===== src/rtl/rom_reader_pkg.sv =====
// rom_reader_pkg: chip geometry, operation codes and FSM states shared by the ROM reader.
package rom_reader_pkg;
    localparam int IP3604_DATA_WIDTH    = 8;
    localparam int IP3604_ADDRESS_WIDTH = 9;
    localparam int IP3604_DEPTH         = 512;
    localparam int IP3601_DATA_WIDTH    = 4;
    localparam int IP3601_ADDRESS_WIDTH = 8;
    localparam int IP3601_DEPTH         = 256;
    localparam logic [3:0] OP_READ_CODE = 4'b1100;
    localparam logic [3:0] OP_IDLE_CODE = 4'b1111;
    typedef enum logic [1:0] {IDLE, SETUP, SAMPLE, HOLD} state_e;
endpackage


===== src/rtl/rom_address_counter.sv =====
// rom_address_counter: chip address register with clear, up and down steps wrapping at DEPTH-1 <-> 0.
module rom_address_counter #(
    parameter int ADDRESS_WIDTH = 9,
    parameter int DEPTH         = 512
) (
    input  logic                     clk,
    input  logic                     reset_n,
    input  logic                     clr_i,
    input  logic                     inc_i,
    input  logic                     dec_i,
    output logic [ADDRESS_WIDTH-1:0] addr_o,
    output logic                     last_o
);
    localparam logic [ADDRESS_WIDTH-1:0] LAST = ADDRESS_WIDTH'(DEPTH - 1);
    logic [ADDRESS_WIDTH-1:0] addr_q, addr_d;
    always_comb begin
        last_o = addr_q == LAST;
        addr_d = clr_i ? '0
               : inc_i ? (last_o ? '0 : addr_q + 1'b1)
               : dec_i ? (addr_q == '0 ? LAST : addr_q - 1'b1)
               : addr_q;
        addr_o = addr_q;
    end
    always_ff @(posedge clk or negedge reset_n) begin
        if (!reset_n) addr_q <= '0;
        else          addr_q <= addr_d;
    end
endmodule


===== src/rtl/rom_scan_reader.sv =====
// rom_scan_reader: reads a 556PT-class ROM by auto scan or manual stepping and streams
// each word with its address over valid/ready.
module rom_scan_reader
    import rom_reader_pkg::*;
#(
    parameter int         DATA_WIDTH    = IP3604_DATA_WIDTH,
    parameter int         ADDRESS_WIDTH = IP3604_ADDRESS_WIDTH,
    parameter int         DEPTH         = IP3604_DEPTH,
    parameter int         ACCESS_CYCLES = 4,
    parameter logic [3:0] OP_READ       = OP_READ_CODE,
    parameter logic [3:0] OP_IDLE       = OP_IDLE_CODE
) (
    input  logic                     clk,
    input  logic                     reset_n,
    input  logic                     mode,
    input  logic                     start,
    input  logic                     step_inc,
    input  logic                     step_dec,
    input  logic [DATA_WIDTH-1:0]    data_line_in,
    output logic [3:0]               operation,
    output logic [ADDRESS_WIDTH-1:0] address_line,
    output logic [DATA_WIDTH-1:0]    data_out,
    output logic [ADDRESS_WIDTH-1:0] data_addr,
    output logic                     data_valid,
    input  logic                     data_ready,
    output logic                     busy,
    output logic                     done
);
    localparam int WW = $clog2(ACCESS_CYCLES + 1);
    localparam logic [WW-1:0] WAIT_LOAD = WW'(ACCESS_CYCLES - 1);

    state_e                   state_q, state_d;
    logic [WW-1:0]            wait_q, wait_d;
    logic                     mode_q, mode_d;
    logic [DATA_WIDTH-1:0]    data_q, data_d;
    logic [ADDRESS_WIDTH-1:0] daddr_q, daddr_d;
    logic                     valid_q, valid_d, done_q, done_d;
    logic idle, go_start, go_inc, go_dec, accept, capture, take, last;
    logic cnt_clr, cnt_inc, cnt_dec;

    always_comb begin
        idle     = state_q == IDLE;
        go_start = idle && start;
        go_inc   = idle && !start && !mode && step_inc && !step_dec;
        go_dec   = idle && !start && !mode && step_dec && !step_inc;
        accept   = go_start || go_inc || go_dec;
        capture  = state_q == SETUP && wait_q == '0;
        take     = state_q == HOLD && valid_q && data_ready;
        cnt_clr  = go_start && mode;
        cnt_inc  = go_inc || (take && mode_q && !last);
        cnt_dec  = go_dec;
    end

    rom_address_counter #(
        .ADDRESS_WIDTH(ADDRESS_WIDTH),
        .DEPTH        (DEPTH)
    ) u_addr (
        .clk    (clk),
        .reset_n(reset_n),
        .clr_i  (cnt_clr),
        .inc_i  (cnt_inc),
        .dec_i  (cnt_dec),
        .addr_o (address_line),
        .last_o (last)
    );

    always_ff @(posedge clk or negedge reset_n) begin
        if (!reset_n) state_q <= IDLE;
        else          state_q <= state_d;
    end

    // SAMPLE is the capture edge closing SETUP; no cycle is spent in it.
    always_comb begin
        state_d = state_q;
        case (state_q)
            IDLE:    state_d = accept ? SETUP : IDLE;
            SETUP:   state_d = capture ? HOLD : SETUP;
            HOLD:    state_d = !take ? HOLD : (mode_q && !last) ? SETUP : IDLE;
            default: state_d = IDLE;
        endcase
    end

    always_comb begin
        operation  = idle ? OP_IDLE : OP_READ;
        busy       = !idle;
        data_out   = data_q;
        data_addr  = daddr_q;
        data_valid = valid_q;
        done       = done_q;
    end

    always_comb begin
        wait_d  = (state_q == SETUP && wait_q != '0) ? wait_q - 1'b1 : WAIT_LOAD;
        mode_d  = accept ? mode : mode_q;
        data_d  = capture ? data_line_in : data_q;
        daddr_d = capture ? address_line : daddr_q;
        valid_d = capture ? 1'b1 : take ? 1'b0 : valid_q;
        done_d  = take && mode_q && last;
    end

    always_ff @(posedge clk or negedge reset_n) begin
        if (!reset_n) begin
            wait_q  <= WAIT_LOAD;
            mode_q  <= 1'b0;
            data_q  <= '0;
            daddr_q <= '0;
            valid_q <= 1'b0;
            done_q  <= 1'b0;
        end else begin
            wait_q  <= wait_d;
            mode_q  <= mode_d;
            data_q  <= data_d;
            daddr_q <= daddr_d;
            valid_q <= valid_d;
            done_q  <= done_d;
        end
    end
endmodule


===== config.mk =====
export PLATFORM = sky130hd
export DESIGN_NAME = rom_scan_reader
export DESIGN_NICKNAME = d
export VERILOG_FILES = /design/src/rtl/rom_reader_pkg.sv /design/src/rtl/rom_address_counter.sv /design/src/rtl/rom_scan_reader.sv
export SDC_FILE = /design/constraint.sdc
export NUM_CORES = 1
export LEC_CHECK = 0
export ABC_AREA = 1
export BUFFER_PORTS_ARGS = -buffer_cell sky130_fd_sc_hd__buf_2
export CORE_UTILIZATION = 35
export DETAILED_ROUTE_END_ITERATION = 7
export HOLD_SLACK_MARGIN = 0.05
export PLACE_DENSITY = 0.63
export SLEW_MARGIN = 20
export SYNTH_ARGS = -nofsm -noshare
export SYNTH_HDL_FRONTEND = slang
export SYNTH_SLANG_ARGS = --single-unit

===== constraint.sdc =====
create_clock -name clk -period 5.4 [get_ports clk]
set_clock_uncertainty 0.05 [all_clocks]
set_input_delay 1.08 -clock clk [delete_from_list [all_inputs] [get_ports clk]]
set_output_delay 1.08 -clock clk [all_outputs]
set_load 0.1 [all_outputs]

==> qor.csv, run 1 <==
metric,value,unit
antenna_found_initial,0,
post_drt_wl_per_cell,11.7,um
rows,26,
numCtsBuffers,5,
io_buffers,45,
pin_count,48,
synthArstFlopShare,100,%
crit_chain,inv_1 -> nand2_4 -> inv_2 -> buf_2,
area_growth,20.4,%
critPathKind,reg -> out,
maxCapViolations,0,
place_hpwl,3.01,mm
yosysTopAreaCellShare,42.0,%
synth_flop_cell,dfrtp_1,
wirelength,4.05,mm
num_antenna_cells,0,
fin_crit,2570,ps
synth_seq_area_share,44.8,%
drv_slew,0,
status,completed,
synth-edff-count,0,
start_util,36.8,%
yosysWarnings,0,
layout_common_cells,"nand2_1, buf_2, dfrtp_1, inv_1, nand3_1",
required,4270,ps
grt_pass1_wl,6.67,mm
via_per_inst,4.73,
cp-end-kind,primary output,
crit_family,buffers and inverters,
cpMaxStageDelayCell,buf_2,
drc_errors,0,
hold_path_class,reg -> reg,
synthCells,233,
crit_arrival,1440,ps
cts-root-buf,clkbuf_8,
grt_max_degree,35,
drt_iter0_drc,94,
n_fill_cell,532,
vias,1642,
cts_resized,0,
worstSetupStartpointType,register,
synth_cell_types,30,
setup_viol,0,
die-width,75.8,um
dieArea,0.00574,sq mm
clk_pin_slew,70,ps
postCtsSetupRepairBufs,0,
clock-sinks,34,
track_usage,15.5,%
hold_buffers,0,
postSynthAreaPerCell,8.18,sq um
period_share,47.5,%
layout_commonest_cell,nand2_1,
drt_pre_antenna_iters,5,
gp_congestion,0.917,
yosys-top-cells-area,"dfrtp_1, nand2_1, nand3_1, inv_1, o21ai_0",
rsz0062_at_grt,false,
max_stage_delay,420,ps
layout-drive-gt1-share,27.4,%
path_max_fanout,4,
clockBufferDepth,2,
gr-total-overflow,0,
netlist_area,0.00191,sq mm
grt_pass1_vias,1486,
final_nets,296,
insertion_delay,290,ps
htreeDepth,2,
setup_tns,0,ps
ys_seq_elements,34,
tightest_slew,747,ps
ant_nets,0,
core,0.00517,sq mm
hold_violations,0,
synth_top_cell_by_area,dfrtp_1,
cts_tree,done,
slew_headroom,50.2,%
max_freq,390,MHz
worstPathBufferInverterCount,3,
die_h,75.8,um
through the flow:
step / worst slack [ps] / hold slack, ps / utilization, % / cells / cell area [sq um]
6_report: 2830 / 408 / 44.4 / 347 / 2290
5_1_grt: 2710 / 429 / 44.4 / 347 / 2290
4_1_cts: 2810 / 409 / 44.4 / 347 / 2290
3_5_place_dp: 2980 / 391 / 41.7 / 339 / 2160
3_3_place_gp: 3110 / 388 / 41.7 / 339 / 2160
2_1_floorplan: 2600 / 378 / - / 234 / 1910
area by class of cell:
cell class	count	area (sq um)	area share (%)
multi-input cells	160	878	38.3
flip-flops and latches	34	853	37.2
repair buffers	45	225	9.81
inverters	30	113	4.91
well taps	70	87.6	3.82
clock buffers	5	68.8	3.00
clock inverters	3	68.8	3.00
path summary, 6_finish.rpt:
path,start,slack (ps),end,depth (start not counted)
worst max-delay path,state_q[0],2830,operation[1],4
worst min-delay path,wait_q[0],410,wait_q[0],1
worst max register to register,u_addr.addr_o[0],2950,u_addr.addr_o[2],13
worst min register to register,wait_q[0],410,wait_q[0],1
max in group asynchronous,reset_n,4020,data_out[0],1
min in group asynchronous,reset_n,800,data_addr[8],1
registers in the layout (all words and copies together) (netlist names):
signal	count
u_addr.addr_o	9
data_addr	9
data_valid	1
mode_q	1
done	1
state_q	2
wait_q	3
data_out	8
cells in the mapped netlist (2+ instances only):
library cell / number
ha_1: 5
nand2_2: 3
xor2_1: 3
buf_2: 4
o21ai_1: 4
nand3_1: 25
dfstp_2: 2
buf_4: 4
o21ai_0: 20
nor3_1: 2
nand2_1: 60
inv_2: 2
inv_1: 27
nand3_2: 2
mux2_2: 8
nor2_1: 13
nor2_4: 3
xnor2_1: 3
dfrtp_1: 32
worst reg2reg max path, cell delays in order (launching register included):
cell	delay (ps)
dfrtp_1	440
ha_1	250
nand2_1	80
nor2_1	160
nand3_1	100
nor2_1	110
ha_1	230
inv_1	150
nand3_2	150
nand2_2	170
inv_1	190
nand2_1	70
nand3_1	80
o21ai_0	80
metal layers:
layer / up-vias / part of all wire (%) / GRT usage, % / routed length (um)
li1: 824 / - / - / -
met2: 44 / 45 / 23.8 / 1820
met5: - / 0 / 0 / 0
met3: 10 / 5.7 / 3.84 / 231
met4: 0 / 1.7 / 7.20 / 70
met1: 764 / 47 / 20.5 / 1920
cell families (layout without fill, tap and decap cells):
group | Yosys count | after routing | share of synthesized area (%)
AND/OR/NAND/NOR | 111 | 111 | 26.5
buffers and inverters | 40 | 83 | 9.32
flip-flops | 34 | 34 | 44.8
AO/OA/AOI/OAI | 28 | 28 | 8.40
multiplexers | 8 | 8 | 4.73
XOR/XNOR | 6 | 6 | 2.76
adder cells (fa/ha/maj) | 5 | 5 | 3.28
other | 1 | 2 | 0.197
Power of run 1 is left out: the tool's default activity adds up to more than one toggle a clock period on the data nets, which glitch-free logic cannot reach.
==> run 2, diff against run 1 <==
==> constraint.sdc (replaced) <==
create_clock -name clk -period 2.4 [get_ports clk]
set_clock_uncertainty 0.05 [all_clocks]
set_input_delay 0.48 -clock clk [delete_from_list [all_inputs] [get_ports clk]]
set_output_delay 0.48 -clock clk [all_outputs]
set_load 0.1 [all_outputs]
==> run 2 against run 1 <==
  * Global-route usage rose by 0.49 points
  * Final cell count rose by 1.2%
  * Sequential share of layout area rose by 0.52 points
  * Routed wire length rose by 1.5%
  * Non-clock buffer count rose by 4
  * Die area did not move
  * Largest cell class unchanged
  * Worst hold slack got worse by 200 ps
  * Critical path type is now reg -> reg
  * Design area rose by 0.65%
  * Flip-flop and latch count did not move
  * Highest routed layer unchanged
==> qor.csv, run 2 (synthesis gave the netlist of run 1 again) <==
metric,value,unit,change
cts-root-buf,clkbuf_8,,
die-width,75.8,um,unchanged
max_freq,451,MHz,
gp_congestion,0.874,,-4.7%
critPathKind,reg -> reg,,
setup_tns,0,ps,unchanged
crit_arrival,2330,ps,+890 ps
grt_pass1_wl,6.77,mm,+1.5%
dieArea,0.00574,sq mm,unchanged
cts_tree,done,,
rrSetupSlack,180,ps,-2770 ps
clockBufferDepth,2,,unchanged
antenna_found_initial,0,,unchanged
vias,1612,,-1.8%
htreeDepth,2,,unchanged
slew_headroom,49.6,%,-0.58 points
final_nets,300,,+1.4%
layout_common_cells,"nand2_1, buf_2, dfrtp_1, inv_1, nand3_1",,
fin_crit,2220,ps,
hold_path_class,in -> async,,
core,0.00517,sq mm,unchanged
grt_max_degree,35,,unchanged
clk_pin_slew,70,ps,about the same
drc_errors,0,,unchanged
numCtsBuffers,5,,unchanged
layout-drive-gt1-share,31.7,%,+4.2 points
grt_pass1_vias,1458,,-1.9%
tightest_slew,756,ps,+8.76 ps
status,completed,,
hold_buffers,0,,unchanged
track_usage,16.0,%,+0.49 points
layout_setup_ws,183,ps,-2650 ps
worstSetupStartpointType,register,,
io_buffers,45,,unchanged
area_growth,21.2,%,
die_h,75.8,um,unchanged
place_hpwl,3.05,mm,+1.5%
multi_input_area,888,sq um,+1.1%
preCtsSetupSlack,128,ps,-2850 ps
setup_viol,0,,unchanged
insertion_delay,290,ps,about the same
num_antenna_cells,0,,unchanged
wirelength,4.11,mm,+1.5%
drv_slew,0,,unchanged
postCtsSetupRepairBufs,0,,unchanged
post_drt_wl_per_cell,11.7,um,+0.30%
ant_nets,0,,unchanged
via_per_inst,4.59,,-2.9%
n_fill_cell,523,,-1.7%
clock-sinks,34,,unchanged
start_util,36.8,%,unchanged
rsz0062_at_grt,false,,
pin_count,48,,unchanged
drt_pre_antenna_iters,4,,-1
maxCapViolations,0,,unchanged
period_share,92.4,%,
cp-end-kind,register,,
gr-total-overflow,0,,unchanged
layout_commonest_cell,nand2_1,,
rows,26,,unchanged
hold_violations,0,,unchanged
drt_iter0_drc,121,,+29%
ff_latch_area,871,sq um,+2.1%
required,2510,ps,-1760 ps
path_max_fanout,11,,+7
-- run 2: final cells by class --
| class | instances | share of cell area, % |
|---|---|---|
| Clock buffer | 6 | 3.58 |
| Multi-Input combinational cell | 160 | 38.5 |
| Inverter | 30 | 4.88 |
| Clock inverter | 2 | 0.542 |
| Sequential cell | 34 | 37.7 |
| Timing Repair Buffer | 49 | 11.1 |
| Tap cell | 70 | 3.79 |
-- run 2: repair_timing --
action	4_1_cts	5_1_grt
hold endpoints to repair	0	0
endpoints found under the setup margin	0	8
gates resized for setup	0	4
-- run 2: metal layers --
metal,share of wire (%),vias to the layer above,track usage (%),wire length (um)
li1,-,829,-,-
met1,49,740,22.7,2010
met2,45,39,23.0,1830
met3,5.0,4,4.10,206
met4,1.5,0,6.58,63
met5,0,-,0,0
-- run 2: worst paths after layout --
kind                                  start               end  cells past startpoint
setup / recovery           u_addr.addr_o[0]  u_addr.addr_o[4]                     13
hold / removal                      reset_n  u_addr.addr_o[3]                      1
setup reg to reg           u_addr.addr_o[0]  u_addr.addr_o[4]                     13
hold reg to reg                   wait_q[0]         wait_q[0]                      1
max in group asynchronous           reset_n  u_addr.addr_o[1]                      1
min in group clk            data_line_in[1]       data_out[1]                      2
-- run 2: worst max-delay path, cell delays in order (launching register included) --
cell and delay, ps:
dfrtp_4 450, ha_1 210, nand2_1 80, nor2_1 150, nand3_1 110, nor2_1 110
ha_1 240, inv_1 90, nand3_2 140, nand2_4 130, inv_2 120, nand2_1 60
nand3_1 80, o21ai_0 70
-- run 2: through the flow --
stage          hold WS (ps)  instance area, sq um  utilization [%]  std cells
6_report                209                  2310             44.7        351
5_1_grt                 274                  2310             44.7        351
4_1_cts                 242                  2300             44.5        351
3_5_place_dp            390                  2200             42.6        343
3_3_place_gp            389                  2200             42.6        343
2_1_floorplan           134                  1930                -        234
Power of run 2 is left out for the same reason.
==> run 3, diff against run 2 <==
--- a/config.mk
+++ b/config.mk
@@ -14,4 +14,5 @@
 export SLEW_MARGIN = 20
 export SYNTH_ARGS = -nofsm -noshare
 export SYNTH_HDL_FRONTEND = slang
+export SYNTH_HIERARCHICAL = 1
 export SYNTH_SLANG_ARGS = --single-unit
==> run 3 against run 2 <==
  * Utilization up 0.38 points
  * Worst hold slack got worse by 47 ps
  * Synthesized cell count rose by 6.4%
  * Count of clock-buffer cells in the layout is 1 higher
  * Register-to-register slack improved by 40 ps
  * Fmax up 1.6%
  * Via count increased by 9.8%
  * Area after synthesis is 2.0% higher
  * Routed wire length grew 11%
  * Critical path depth down 1
  * Critical path type unchanged
==> qor.csv, run 3 <==
metric,value,unit,change
status,completed,,
ys_seq_elements,34,,unchanged
clk_pin_slew,70,ps,about the same
rrSetupSlack,220,ps,+40 ps
crit_arrival,2340,ps,about the same
crit_family,compound AO/OA/AOI/OAI gates,,
hold_path_class,in -> async,,
pin_count,48,,unchanged
setup_viol,0,,unchanged
via_per_inst,4.80,,+4.4%
insertion_delay,280,ps,about the same
clockBufferDepth,2,,unchanged
die_h,76.5,um,+0.96%
tightest_slew,626,ps,-130 ps
setup_tns,0,ps,unchanged
worstPathBufferInverterCount,0,,-2
r2r_end,u_addr/addr_o[0],,
required,2550,ps,+40 ps
layout_common_cells,"nand2_1, buf_2, nand3_1, dfrtp_1, inv_1",,
grt_pass1_wl,7.81,mm,+15%
max_stage_delay,510,ps,+60 ps
n_fill_cell,528,,+0.96%
cp-end-kind,register,,
drt_pre_antenna_iters,4,,unchanged
die-width,76.5,um,+0.96%
slew_headroom,58.2,%,+8.6 points
worstRegToRegCells,12,,-1
fin_crit,2180,ps,-35.8 ps
synth_cell_types,31,,+3.3%
start_util,37.1,%,+0.26 points
final_nets,318,,+6.0%
yosysTopAreaCellShare,41.2,%,-0.81 points
synthCells,248,,+6.4%
wirelength,4.57,mm,+11%
grt_pass1_vias,1668,,+14%
layout-drive-gt1-share,29.8,%,-1.9 points
ys_top_cells_by_count,"nand2_1, dfrtp_1, nand3_1",,
numCtsBuffers,5,,unchanged
synth_top_cell_by_area,dfrtp_1,,
synth-edff-count,0,,unchanged
max_freq,458,MHz,+1.6%
synth.most_common_cell,nand2_1,,
hold_buffers,0,,unchanged
drc_errors,0,,unchanged
hold_violations,0,,unchanged
path_max_fanout,7,,-4
core,0.00524,sq mm,+1.3%
grt_max_degree,29,,-17%
drt_iter0_drc,141,,+17%
synthArstFlopShare,100,%,unchanged
synthAdderAreaFrac,3.22,%,-0.063 points
dieArea,0.00585,sq mm,+1.9%
drv_slew,0,,unchanged
critical_path_depth,12,,-1
vias,1770,,+9.8%
critPathKind,reg -> reg,,
antenna_found_initial,0,,unchanged
synth-compound-area-share,7.15,%,-1.3 points
gr-total-overflow,0,,unchanged
netlist_area,0.00194,sq mm,+2.0%
yosysWarnings,6,,+6
post_drt_wl_per_cell,12.4,um,+5.8%
timing.hold.ws,162,ps,-46.7 ps
postSynthAreaPerCell,7.84,sq um,-4.2%
io_buffers,45,,unchanged
place_hpwl,3.29,mm,+7.6%
clock-sinks,34,,unchanged
htreeDepth,2,,unchanged
track_usage,17.2,%,+1.2 points
layout_commonest_cell,nand2_1,,
worstSetupStartpointType,register,,
cts-root-buf,clkbuf_8,,
cts_tree,done,,
muxShareOfSynthArea,0,%,-4.7 points
ant_nets,0,,unchanged
yosys-top-cells-area,"dfrtp_1, nand2_1, nand3_1, inv_1, nor2_1",,
synth_xor_area_share,1.80,%,-0.95 points
synth_seq_area_share,43.9,%,-0.87 points
num_antenna_cells,0,,unchanged
cpMaxStageDelayCell,dfrtp_4,,
period_share,90.9,%,-1.5 points
maxCapViolations,0,,unchanged
r2r-start,u_addr/addr_o[0],,
crit_chain,ha_1 -> nand2_1 -> nor2_2 -> nand3_1 -> nor2_1 -> ha_2 -> o21ai_4 -> nor3_4 -> nor2_4 -> o21ai_2 -> o21bai_1 -> o21ai_1,,
gp_congestion,0.900,,+3.0%
area_growth,21.4,%,
post_synth_and_or_nand_nor_area_fraction,34.7,%,+8.2 points
rows,26,,unchanged
synth_top_family_by_area,simple AND/OR/NAND/NOR gates,,
synth_flop_cell,dfrtp_1,,
-- run 3: stage by stage --
stage	worst slack, ps	cells	area, sq um	utilization, %
after floorplan	6.24	249	1960	-
after global placement	121	361	2250	43.0
after detailed placement	35.1	361	2250	43.0
after CTS	14.7	369	2340	44.7
after global routing	-24.5	369	2360	45.0
final	219	369	2360	45.0
-- run 3: area by class of cell --
cell class | count | area [sq um] | share of cell area [%]
tap | 70 | 87.6 | 3.71
inverter | 25 | 93.8 | 3.98
sequential | 34 | 867 | 36.8
timing repair buffer | 53 | 285 | 12.1
clock inverter | 1 | 5.00 | 0.212
clock buffer | 7 | 86.3 | 3.66
multi-input combinational | 179 | 933 | 39.6
-- run 3: worst max-delay path by stage --
stage          slack, ps               end              from
2_1_floorplan          6  u_addr/addr_o[0]  u_addr/addr_o[2]
4_1_cts               10  u_addr/addr_o[0]  u_addr/addr_o[0]
3_5_place_dp          40  u_addr/addr_o[0]  u_addr/addr_o[0]
3_3_place_gp         120  u_addr/addr_o[0]  u_addr/addr_o[0]
5_1_grt              -20  u_addr/addr_o[1]  u_addr/addr_o[1]
6_report             220  u_addr/addr_o[0]  u_addr/addr_o[0]
-- run 3: logic make-up (layout without fill, tap and decap cells) --
group | Yosys count | after routing
AO/OA/AOI/OAI | 24 | 24
XOR/XNOR | 4 | 4
adder cells (fa/ha/maj) | 5 | 5
buffers and inverters | 36 | 86
flip-flops | 34 | 34
other | 1 | 2
AND/OR/NAND/NOR | 144 | 144
-- run 3: timing repair --
action	CTS	global route
setup buffers	0	0
endpoints found under the setup margin	0	9
resized for setup	0	3
-- run 3: worst reg2reg max path, stage by stage (launching register included) --
cell and delay [ps]:
dfrtp_4 510, ha_1 230, nand2_1 100, nor2_2 50, nand3_1 80, nor2_1 50, ha_2 190, o21ai_4 230
nor3_4 70, nor2_4 180, o21ai_2 100, o21bai_1 170, o21ai_1 70
-- run 3: per-layer routing --
| layer | track usage, % | share of wire [%] |
|---|---|---|
| met2 | 27.8 | 48 |
| met1 | 21.2 | 45 |
| met4 | 8.65 | 1.8 |
| met5 | 0 | 0 |
| met3 | 4.07 | 5.4 |
Power of run 3 is left out for the same reason.
